--- src/rtl/rom_read_arbiter_if.sv ---
// Request/response bundle between the client blocks and rom_read_arbiter.
// master = requester side, slave = arbiter side.
interface rom_read_arbiter_if #(
   parameter int unsigned NUM_REQ    = 4,
   parameter int unsigned ADDR_WIDTH = 8,
   parameter int unsigned DATA_WIDTH = 32
);
   logic [NUM_REQ-1:0]            req_valid;
   logic [NUM_REQ*ADDR_WIDTH-1:0] req_addr;
   logic [NUM_REQ-1:0]            req_ready;
   logic [NUM_REQ-1:0]            rsp_valid;
   logic [NUM_REQ-1:0]            rsp_ready;
   logic [DATA_WIDTH-1:0]         rsp_data;

   modport master (
      output req_valid, req_addr, rsp_ready,
      input  req_ready, rsp_valid, rsp_data
   );

   modport slave (
      input  req_valid, req_addr, rsp_ready,
      output req_ready, rsp_valid, rsp_data
   );
endinterface

--- src/rtl/rom_read_arbiter.sv ---
// Round-robin arbiter sharing one synchronous ROM read port among NUM_REQ
// requesters; single outstanding read, response held until accepted.
module rom_read_arbiter #(
   parameter int unsigned NUM_REQ    = 4,
   parameter int unsigned ADDR_WIDTH = 8,
   parameter int unsigned DATA_WIDTH = 32
) (
   input  logic                  clk,
   input  logic                  rst_n,
   rom_read_arbiter_if.slave     bus,
   output logic                  rom_enable,
   output logic [ADDR_WIDTH-1:0] rom_addr,
   input  logic [DATA_WIDTH-1:0] rom_data
);
   localparam int unsigned ID_W = (NUM_REQ > 1) ? $clog2(NUM_REQ) : 1;

   typedef enum logic [1:0] {IDLE, ISSUE, CAPTURE, RESP} state_t;

   state_t                state, state_d;
   logic [ID_W-1:0]       last_grant, id_q, win;
   logic                  found;
   logic [NUM_REQ-1:0]    req_ready_c;
   logic [NUM_REQ-1:0]    rsp_valid_q, rsp_valid_d;
   logic [DATA_WIDTH-1:0] rsp_data_q;
   logic                  rom_enable_d;
   logic [ADDR_WIDTH-1:0] rom_addr_d;
   logic                  load, capture;
   logic [ADDR_WIDTH-1:0] addr_arr [NUM_REQ];

   for (genvar i = 0; i < NUM_REQ; i++) begin : g_addr
      assign addr_arr[i] = bus.req_addr[i*ADDR_WIDTH +: ADDR_WIDTH];
   end

   // Round-robin winner: scanning downward so the closest index after last_grant wins.
   always_comb begin
      int idx;
      found = 1'b0;
      win   = '0;
      idx   = 0;
      for (int k = int'(NUM_REQ); k > 0; k--) begin
         idx = int'(last_grant) + k;
         if (idx >= int'(NUM_REQ)) idx = idx - int'(NUM_REQ);
         if (bus.req_valid[ID_W'(idx)]) begin
            found = 1'b1;
            win   = ID_W'(idx);
         end
      end
   end

   always_ff @(posedge clk or negedge rst_n) begin
      if (!rst_n) state <= IDLE;
      else        state <= state_d;
   end

   // Next state and next values of the registered ROM/response outputs.
   always_comb begin
      state_d      = state;
      req_ready_c  = '0;
      rom_enable_d = 1'b0;
      rom_addr_d   = rom_addr;
      rsp_valid_d  = rsp_valid_q;
      load         = 1'b0;
      capture      = 1'b0;
      case (state)
         IDLE: begin
            if (found) begin
               req_ready_c  = NUM_REQ'(1) << win;
               state_d      = ISSUE;
               rom_enable_d = 1'b1;
               rom_addr_d   = addr_arr[win];
               load         = 1'b1;
            end
         end
         ISSUE: begin
            state_d = CAPTURE;
         end
         CAPTURE: begin
            state_d     = RESP;
            capture     = 1'b1;
            rom_addr_d  = '0;
            rsp_valid_d = NUM_REQ'(1) << id_q;
         end
         RESP: begin
            if (bus.rsp_ready[id_q]) begin
               state_d     = IDLE;
               rsp_valid_d = '0;
            end
         end
         default: state_d = IDLE;
      endcase
   end

   always_ff @(posedge clk or negedge rst_n) begin
      if (!rst_n) begin
         rom_enable  <= 1'b0;
         rom_addr    <= '0;
         rsp_valid_q <= '0;
         rsp_data_q  <= '0;
         last_grant  <= ID_W'(NUM_REQ - 1);
         id_q        <= '0;
      end else begin
         rom_enable  <= rom_enable_d;
         rom_addr    <= rom_addr_d;
         rsp_valid_q <= rsp_valid_d;
         if (load) begin
            last_grant <= win;
            id_q       <= win;
         end
         // rom_data is only sampled here, after the ROM's one-cycle latency.
         if (capture) rsp_data_q <= rom_data;
      end
   end

   assign bus.req_ready = req_ready_c;
   assign bus.rsp_valid = rsp_valid_q;
   assign bus.rsp_data  = rsp_data_q;
endmodule

--- src/flat_wrapper.sv ---
// flat-port wrapper written by rule: the top's interface ports become plain ports
module rom_read_arbiter_flat 
#(
   parameter int unsigned NUM_REQ    = 4,
   parameter int unsigned ADDR_WIDTH = 8,
   parameter int unsigned DATA_WIDTH = 32
)
  (clk, rst_n, rom_enable, rom_addr, rom_data, bus_req_valid, bus_req_addr, bus_rsp_ready, bus_req_ready, bus_rsp_valid, bus_rsp_data);
  rom_read_arbiter_if #(.NUM_REQ(NUM_REQ), .ADDR_WIDTH(ADDR_WIDTH), .DATA_WIDTH(DATA_WIDTH)) bus_i ();
  input  logic clk;
  input  logic rst_n;
  output logic rom_enable;
  output logic [ADDR_WIDTH-1:0] rom_addr;
  input  logic [DATA_WIDTH-1:0] rom_data;
  input wire logic [$bits(bus_i.req_valid)-1:0] bus_req_valid;
  input wire logic [$bits(bus_i.req_addr)-1:0] bus_req_addr;
  input wire logic [$bits(bus_i.rsp_ready)-1:0] bus_rsp_ready;
  output wire logic [$bits(bus_i.req_ready)-1:0] bus_req_ready;
  output wire logic [$bits(bus_i.rsp_valid)-1:0] bus_rsp_valid;
  output wire logic [$bits(bus_i.rsp_data)-1:0] bus_rsp_data;
  assign bus_i.req_valid = bus_req_valid;
  assign bus_i.req_addr = bus_req_addr;
  assign bus_i.rsp_ready = bus_rsp_ready;
  assign bus_req_ready = bus_i.req_ready;
  assign bus_rsp_valid = bus_i.rsp_valid;
  assign bus_rsp_data = bus_i.rsp_data;
  rom_read_arbiter #(.NUM_REQ(NUM_REQ), .ADDR_WIDTH(ADDR_WIDTH), .DATA_WIDTH(DATA_WIDTH)) u_core (.clk(clk), .rst_n(rst_n), .bus(bus_i), .rom_enable(rom_enable), .rom_addr(rom_addr), .rom_data(rom_data));
endmodule
--- config.mk ---
export PLATFORM = sky130hd
export DESIGN_NAME = rom_read_arbiter_flat
export DESIGN_NICKNAME = d
export VERILOG_FILES = /design/src/rtl/rom_read_arbiter_if.sv /design/src/rtl/rom_read_arbiter.sv /design/src/flat_wrapper.sv
export SDC_FILE = /design/constraint.sdc
export NUM_CORES = 1
export LEC_CHECK = 0
export CORE_AREA = 4 4 71 73
export CTS_BUF_LIST = sky130_fd_sc_hd__clkbuf_4
export DETAILED_ROUTE_END_ITERATION = 10
export DIE_AREA = 0 0 75 77
export DONT_BUFFER_PORTS = 1
export PLACE_DENSITY_LB_ADDON = 0.1
export SLEW_MARGIN = 0
export SYNTH_ARGS = -nofsm -noshare
export SYNTH_HDL_FRONTEND = slang
export SYNTH_SLANG_ARGS = --single-unit
export TNS_END_PERCENT = 1
--- constraint.sdc ---
create_clock -name clk -period 2.2 [get_ports clk]
set_input_delay 0 -clock clk [delete_from_list [all_inputs] [get_ports clk]]
set_output_delay 0 -clock clk [all_outputs]
set_load 0.02 [all_outputs]
* Word-level counts from Yosys, hierarchy flattened
Index checks and enable logic that the tools add are counted.
Word-level totals: input port bits 74, latch bits 0, logic and storage cells 80, output and inout port bits 49, memories 0, bits in writable memories 0, memory bits (read-only) 0, bits in registers 51
Operators by class: mux-type cells 41, divide/modulo/power cells 0, order comparisons 10, equal/unequal tests 5, bitwise logic cells 1, reduce and logical (&&, ||, !) cells 6, multipliers 0, $add $sub $neg 8, shift operators 2
Operator list (number):
- two-way mux 8 bit | 3
- two-way mux 2 bit | 10
- binary-select mux 8 bit (select 2 bit) | 1
- less-than comparator 2 x 4 -> 1 bit, second input constant | 4
- two-way mux 1 bit | 16
- one-hot mux 8 bit (2 select lines) | 1
- >= comparator 3 bit, second input constant | 4
- two-way mux 4 bit | 3
- binary-select mux 1 bit (select 2 bit) | 5
- one-hot mux 2 bit (4 select lines) | 1
- one-hot mux 4 bit (2 select lines) | 1
- left shift 1 x 2 -> 4 bit, first input constant | 2
- subtractor 2 x 1 -> 2 bit, second input constant | 4
- adder 2 x 2 -> 3 bit, second input constant | 2
- AND reduction 2 bit | 3
- adder 2 x 3 -> 4 bit, second input constant | 1
- equality test 2 bit, second input constant | 2
- >= comparator 4 x 3 -> 1 bit, second input constant | 1
- inequality test 2 x 1 -> 1 bit, second input constant | 2
- nonzero test 2 bit | 2
- adder 2 x 1 -> 3 bit, second input constant | 1
- less-than comparator 2 x 3 -> 1 bit, second input constant | 1
- NOT 2 -> 3 bit | 1
- equality test 2 x 1 -> 1 bit, second input constant | 1
- logical NOT 2 bit | 1

* Longest topological paths before layout
Gate-level depths: netlist of run 1.
depth after elaboration 16, gate-level depth with buffers 7, gate-level depth less buffers 6

* Worst setup path before layout of run 1
No wires, ideal clock.
path kind register to register, from register u_core.last_grant[1], to register u_core.rom_addr[6], required time 2.071 ns, setup slack 0.346 ns, arrival 1.725 ns, path buffers 2, setup time 0.129 ns, cell stages (with the launch flop) 8, clock period less this slack 1.854 ns, path through dfstp_2 buf_6 mux2i_1 nor2_1 a311oi_2 buf_6 mux2i_1 o221ai_2
On the way: word-level cells in the longest chain between the ends 16, elaborated cells on any way between the ends 44, classes of those cells add/sub: 8; order compare: 4; eq/ne: 1; mux: 29; bitwise: 1; reduce/logical: 1
Ends and longest elaborated chain:
- from (decl) | RTL line rom_read_arbiter.sv:20 | logic [ID_W-1:0] last_grant, id_q, win;
- from (signal assigned) | RTL line rom_read_arbiter.sv:99 | last_grant <= ID_W'(NUM_REQ - 1);
- from (signal assigned) | RTL line rom_read_arbiter.sv:106 | last_grant <= win;
- adder 2 x 3 -> 4 bit | RTL line rom_read_arbiter.sv:41 | idx = int'(last_grant) + k;
- >= comparator 4 x 3 -> 1 bit / subtractor 2 x 1 -> 2 bit (equally long branches) | RTL line rom_read_arbiter.sv:42 | if (idx >= int'(NUM_REQ)) idx = idx - int'(NUM_REQ);
- two-way mux 2 bit | RTL line rom_read_arbiter.sv:42
- binary-select mux 1 bit (select 2 bit) | RTL line rom_read_arbiter.sv:43 | if (bus.req_valid[ID_W'(idx)]) begin
- two-way mux 1 bit (not written as such) (2 in a row) | RTL line rom_read_arbiter.sv:43
- two-way mux 2 bit (4 in a row) | RTL line rom_read_arbiter.sv:43
- NOT 2 -> 3 bit (not written as such) | RTL line rom_read_arbiter.sv:70 | rom_addr_d = addr_arr[win];
- binary-select mux 8 bit (select 2 bit) | RTL line rom_read_arbiter.sv:70
- two-way mux 8 bit (not written as such) (2 in a row) | RTL line rom_read_arbiter.sv:70
- two-way mux 8 bit | RTL line rom_read_arbiter.sv:66 | if (found) begin
- one-hot mux 8 bit (2 select lines) | RTL line rom_read_arbiter.sv:64 | case (state)
- to (signal assigned) | RTL line rom_read_arbiter.sv:103 | rom_addr <= rom_addr_d;
- to (decl) | RTL line rom_read_arbiter.sv:12 | output logic [ADDR_WIDTH-1:0] rom_addr,
Parallel ways exist; a longest one is shown, timed or not. The select of a mux whose other input is x is not followed. A chain may end at the register's enable or synchronous reset.

* Final worst setup path of run 1
from register u_core.last_grant[1], to output bus_req_ready[2]
On the way: word-level cells in the longest chain between the ends 13, elaborated cells on any way between the ends 39, classes of those cells add/sub: 8; order compare: 4; shift: 1; mux: 26
Ends and longest elaborated chain:
- adder 2 x 3 -> 4 bit | RTL line rom_read_arbiter.sv:41
- >= comparator 4 x 3 -> 1 bit / subtractor 2 x 1 -> 2 bit (equally long branches) | RTL line rom_read_arbiter.sv:42
- two-way mux 2 bit | RTL line rom_read_arbiter.sv:42
- binary-select mux 1 bit (select 2 bit) | RTL line rom_read_arbiter.sv:43
- two-way mux 1 bit (not written as such) (2 in a row) | RTL line rom_read_arbiter.sv:43
- two-way mux 2 bit (4 in a row) | RTL line rom_read_arbiter.sv:43
- left shift 1 x 2 -> 4 bit | RTL line rom_read_arbiter.sv:67 | req_ready_c = NUM_REQ'(1) << win;
- two-way mux 4 bit (*) | RTL line rom_read_arbiter.sv:66
- two-way mux 4 bit (*) | RTL line rom_read_arbiter.sv:64
- to (decl) | RTL line flat_wrapper.sv:18 | output wire logic [$bits(bus_i.req_ready)-1:0] bus_req_ready;
Every way passes the cells marked *; elsewhere a longest branch is shown, timed or not. The select of a mux whose other input is x is not followed.

==> impl_metrics.env, run 1 <==
export IMPL_critPathSlowestCell="dfstp_2"
export IMPL_syn_nets=262
export IMPL_rsz0062_at_grt="true"
export IMPL_power_total_mw=4.25
export IMPL_cp_num_buf_inv=2
export IMPL_place_inst=229
export IMPL_drt_iter0_markers=70
export IMPL_synthTopCellsByArea="dfrtp_1 (52%), mux2_2 (15%), mux2i_1 (7.6%)"
export IMPL_fin_crit_sh=0.965
export IMPL_ys_seq_elements=51
export IMPL_track_usage=0.209
export IMPL_required_ns=2.20
export IMPL_drtAntennaViolNets=0
export IMPL_synth_common_cells="dfrtp_1 (49), mux2_2 (32), nand2_1 (19)"
export IMPL_synthesis_area_per_instance_um2=12.9
export IMPL_hold_depth=3
export IMPL_setup_viol=0
export IMPL_clkTransAtPathRegs_ns=0.15
export IMPL_synthFlopType="dfrtp_1"
export IMPL_yosys_area_top_type="dfrtp_1"
export IMPL_drive_gt1_frac=0.209
export IMPL_synthCells=184
export IMPL_leakagePower_nw=1.39
export IMPL_status="complete, no violations"
export IMPL_period_needed_ns=2.12
export IMPL_path_class="register to output pin"
export IMPL_hold_viol=0
export IMPL_reg2reg_depth=5
export IMPL_syn_to_final_growth_pct=34.2
export IMPL_wire_per_inst_um=20.0
export IMPL_drcViolationCount=0
export IMPL_io_pins=123
export IMPL_clk_path_buf_depth=2
export IMPL_ys_async_sr_fraction=1.00
export IMPL_die_h_um=77
export IMPL_crit_path_max_fanout=21
export IMPL_end_kind="output pin"
export IMPL_synth_seq_area_share=0.540
export IMPL_path_depth=6
export IMPL_grt_pass1_wl_um=9150
export IMPL_placed_area_um2=2390
export IMPL_synth_most_common_cell="dfrtp_1"
export IMPL_ys_types=32
export IMPL_power_density_nw_per_um2=1340
export IMPL_critPathMaxStageDelay_ns=0.65
export IMPL_reg2reg_slack_ns=0.18
export IMPL_core_area_um2=4350
export IMPL_gp_congestion=0.837
export IMPL_fin_skew_ns=0.0132
export IMPL_clk_latency_ns=0.37
export IMPL_via_per_inst=5.74
export IMPL_die_width_um=75
export IMPL_grt_max_degree=52
export IMPL_diodes=0
export IMPL_numCtsBuffers=5
export IMPL_grt_overflow_total=0
export IMPL_drv_slew=0
export IMPL_synth_edff_count=0
export IMPL_grt_antenna_before_repair=0
export IMPL_tightest_slew_ns=0.593
export IMPL_final_nets=331
export IMPL_postRouteWirelength_um=6120
export IMPL_design_area_um2=3180
export IMPL_htree_num_levels=2
export IMPL_die_area_um2=5780
export IMPL_cts_setup_buffers=0
export IMPL_port_buffers=0
export IMPL_cp_top_family="flip-flops"
export IMPL_stdcell_count=306
export IMPL_critPathLaunchType="register"
export IMPL_cp_arrival_ns=2.12
export IMPL_cts_root_buffer="clkbuf_4"
export IMPL_max_cap_violations=0
export IMPL_yosysWarnings=0
export IMPL_ir_drop_mv=0.779
export IMPL_initial_core_util=0.544
export IMPL_dp_hpwl_um=3780
export IMPL_tritoncts="built"
export IMPL_cts_sinks=51
export IMPL_row_count=24
export IMPL_fmax_ghz=0.471
export IMPL_crit_chain="mux2i_1 > nor2_1 > a311oi_4 > buf_12 > inv_1 > nor2_4"
export IMPL_firstDrtPassIters=4
export IMPL_syn_area_um2=2370
export IMPL_maxSlewHeadroom=0.602
export IMPL_grt_pass1_vias=1893
export IMPL_fill_cells=294
export IMPL_synth_top_area_share=0.518
export IMPL_hold_class="input pin to register"
export IMPL_vias=1755
-- power by group --
part,leakage (nW),switching (mW),internal [mW]
sequential,0.615,0.834,1.40
combinational,0.738,0.762,0.819
clock,0.0360,0.304,0.132
-- area by class of cell --
cell class	count	area (um2)	area share
Clock buffer	5	37.5	0.0118
Clock inverter	3	22.5	0.00709
Inverter	7	26.3	0.00827
Multi-Input combinational cell	117	1010	0.318
Sequential cell	51	1280	0.403
Tap cell	52	65.1	0.0205
Timing Repair Buffer	71	736	0.232
-- sequential cells by signal, indices dropped and copies added, names as in the netlist --
signal                flops
u_core.bus.rsp_data      32
u_core.bus.rsp_valid      4
u_core.id_q               2
u_core.last_grant         2
u_core.rom_addr           8
u_core.rom_enable         1
u_core.state              2
-- path summary, 6_finish.rpt --
check	endpoint	startpoint
hold / removal	u_core.last_grant[0]	bus_req_valid[1]
setup / recovery	bus_req_ready[2]	u_core.last_grant[1]
setup reg to reg	u_core.rom_addr[1]	u_core.last_grant[0]
min in group asynchronous	u_core.bus.rsp_valid[3]	rst_n
max in group asynchronous	u_core.last_grant[1]	rst_n
hold reg to reg	u_core.last_grant[0]	u_core.last_grant[0]
-- cell usage in the layout, fill, tap and decap left out, drive strengths merged, types with 2 or more instances in the layout --
cell type	Yosys	final
o21ai	7	7
nor2	8	8
ha	4	4
mux2	32	32
clkbuf	4	5
inv	7	9
dlygate4sd3	0	68
a21oi	4	4
o41ai	2	2
mux2i	18	18
nand2b	4	4
dfstp	2	2
buf	5	3
dfrtp	49	49
o221ai	8	8
nand2	19	19
-- metal layers --
| metal | vias up | wire length [um] | GRT usage |
|---|---|---|---|
| li1 | 796 | - | - |
| met1 | 853 | 2040 | 0.217 |
| met2 | 96 | 3450 | 0.384 |
| met3 | 10 | 558 | 0.0693 |
| met4 | 0 | 68 | 0.0623 |
| met5 | - | 0 | 0 |
-- kinds of logic after synthesis --
group / count (synthesis) / share of synthesized area
AND/OR/NAND/NOR: 36 / 0.0719
buffers and inverters: 16 / 0.0439
adder cells (fa/ha/maj): 4 / 0.0211
flip-flops: 51 / 0.540
AO/OA/AOI/OAI: 26 / 0.0851
multiplexers: 51 / 0.238
-- tightest hold or removal path, stage by stage --
cell      delay [ns]
a311oi_4        0.08
buf_12          0.17
a21oi_1         0.13
-- what timing repair did --
item,4_1_cts,5_1_grt
hold buffers,69,0
cloned,0,0
endpoints found under the hold margin,94,0
setup endpoints to repair,2,3
pin swaps,0,2
gates resized for setup,0,5
-- metrics by stage --
stage          hold WS [ns]  worst slack, ns   util  setup TNS, ns
3_5_place_dp         -0.294            0.225  0.550              0
3_3_place_gp         -0.294            0.302  0.550              0
6_report             0.0427           0.0774  0.730              0
2_1_floorplan        -0.296            0.346      -              0
5_1_grt              0.0314          -0.0565  0.730        -0.0975
4_1_cts              0.0114          -0.0327  0.726        -0.0639
(Power assumes the default switching activity.)
==> inputs of run 2 (changes only) <==
CORE_AREA = 2 2 69 71   (was 4 4 71 73)
DIE_AREA = 0 0 71 73   (was 0 0 75 77)
==> run 2 against run 1 <==
Against the previous run:
- combinational power hardly changed
- critical path depth stayed put
- sequential cell count did not move
- first-iteration DRC count decreased by 13%
- maximum frequency barely moved
- clock skew fell by 0.0042 ns
- clock power up 18%
- power rose by 1.3%
- via count decreased by 0.17%
- worst hold slack got worse by 0.00098 ns
==> impl_metrics.env, run 2 (synthesis results as in run 1) <==
export IMPL_track_usage=0.214
export IMPL_period_needed_ns=2.12
export IMPL_hold_class="input pin to register"
export IMPL_initial_core_util=0.522
export IMPL_reg2reg_slack_ns=0.18
export IMPL_placed_area_um2=2410
export IMPL_grt_overflow_total=0
export IMPL_syn_to_final_growth_pct=35.1
export IMPL_setup_ws_ns=0.0771
export IMPL_die_h_um=73
export IMPL_die_area_um2=5180
export IMPL_grt_pass1_wl_um=8580
export IMPL_final_nets=333
export IMPL_cp_top_family="flip-flops"
export IMPL_rsz0062_at_grt="true"
export IMPL_final_cell_mix="dlygate4sd3_1 (68), dfrtp_1 (49), mux2_2 (32)"
export IMPL_final_util=0.705
export IMPL_htree_num_levels=2
export IMPL_cts_root_buffer="clkbuf_4"
export IMPL_clk_latency_ns=0.35
export IMPL_grt_antenna_before_repair=0
export IMPL_grt_pass1_vias=1846
export IMPL_grt_max_degree=52
export IMPL_wire_per_inst_um=17.7
export IMPL_critPathMaxStageDelay_ns=0.64
export IMPL_gp_congestion=0.782
export IMPL_drcViolationCount=0
export IMPL_die_width_um=71
export IMPL_port_buffers=0
export IMPL_power_density_nw_per_um2=1350
export IMPL_postRouteWirelength_um=5460
export IMPL_critPathLaunchType="register"
export IMPL_whs_ns=0.0417
export IMPL_fin_tns_setup_ns=0
export IMPL_drv_slew=0
export IMPL_crit_path_max_fanout=7
export IMPL_via_per_inst=5.67
export IMPL_drt_iter0_markers=61
export IMPL_status="complete, no violations"
export IMPL_fmax_ghz=0.471
export IMPL_stdcell_count=309
export IMPL_fin_crit_sh=0.965
export IMPL_hold_viol=0
export IMPL_io_pins=123
export IMPL_numCtsBuffers=5
export IMPL_cp_arrival_ns=2.12
export IMPL_design_area_um2=3200
export IMPL_final_common_cell="dlygate4sd3_1"
export IMPL_setup_viol=0
export IMPL_post_place_ws_ns=0.217
export IMPL_clkTransAtPathRegs_ns=0.13
export IMPL_ir_drop_mv=0.752
export IMPL_row_count=25
export IMPL_clk_path_buf_depth=2
export IMPL_end_kind="output pin"
export IMPL_drtAntennaViolNets=0
export IMPL_place_inst=233
export IMPL_tightest_slew_ns=0.606
export IMPL_core_area_um2=4540
export IMPL_maxSlewHeadroom=0.594
export IMPL_crit_chain="mux2i_1 > nor2_1 > a311oi_4 > buf_4 > inv_1 > nor2_2"
export IMPL_required_ns=2.20
export IMPL_largest_reg_flops=32
export IMPL_power_total_mw=4.30
export IMPL_cts_sinks=51
export IMPL_critPathSlowestCell="dfstp_2"
export IMPL_vias=1752
export IMPL_max_cap_violations=0
export IMPL_path_class="register to output pin"
export IMPL_dp_hpwl_um=3450
export IMPL_leakagePower_nw=1.41
export IMPL_fin_skew_ns=0.00908
export IMPL_drive_gt1_frac=0.212
export IMPL_cp_num_buf_inv=2
export IMPL_firstDrtPassIters=4
export IMPL_diodes=0
export IMPL_tritoncts="built"
run 2: cell count changes in the layout (fill, tap and decap cells not counted):
cell,before,now
buf_4,1,3
inv_6,2,0
nor2_2,0,2
nor2_4,2,0
bufinv_16,0,1
clkbuf_4,5,6
clkinv_2,1,0
run 2: worst paths after layout:
check,start,end,cells after the start
min in group asynchronous,rst_n,u_core.rom_addr[5],2
max in group asynchronous,rst_n,u_core.last_grant[1],2
setup / recovery,u_core.last_grant[1],bus_req_ready[2],6
setup reg to reg,u_core.last_grant[1],u_core.rom_addr[2],6
hold / removal,bus_req_valid[2],u_core.state[0],4
hold reg to reg,u_core.last_grant[0],u_core.last_grant[0],2
run 2: layer usage:
layer	up-vias	share of wire	global-route usage
li1	800	-	-
met1	844	0.38	0.250
met2	99	0.51	0.372
met3	9	0.096	0.0787
met4	0	0.013	0.0608
met5	-	0	0
run 2: cell type report:
cell class	instances	area (um2)
tap	54	67.6
multi-input combinational	117	1000
inverter	7	26.3
clock inverter	1	30.0
fill	318	1340
timing repair buffer	73	751
clock buffer	6	45.0
sequential	51	1280
run 2: repair_timing:
action | CTS | global route
pin swaps | 0 | 0
gates cloned | 0 | 0
endpoints found under the setup margin | 2 | 10
resized for setup | 0 | 3
buffers inserted | 0 | 0
hold endpoints to repair | 93 | 0
hold buffers | 69 | 0
run 2: worst reg2reg max path: cells and delay by family (launching register included):
kind / cells / cell delay [ns]
AO/OA/AOI/OAI: 2 / 0.48
AND/OR/NAND/NOR: 1 / 0.08
multiplexers: 2 / 0.49
buffers and inverters: 1 / 0.21
flip-flops: 1 / 0.64
run 2: power by group:
group	switching (mW)	internal, mW	leakage (nW)
clock network	0.268	0.247	0.0417
registers	0.825	1.40	0.615
logic	0.734	0.833	0.748
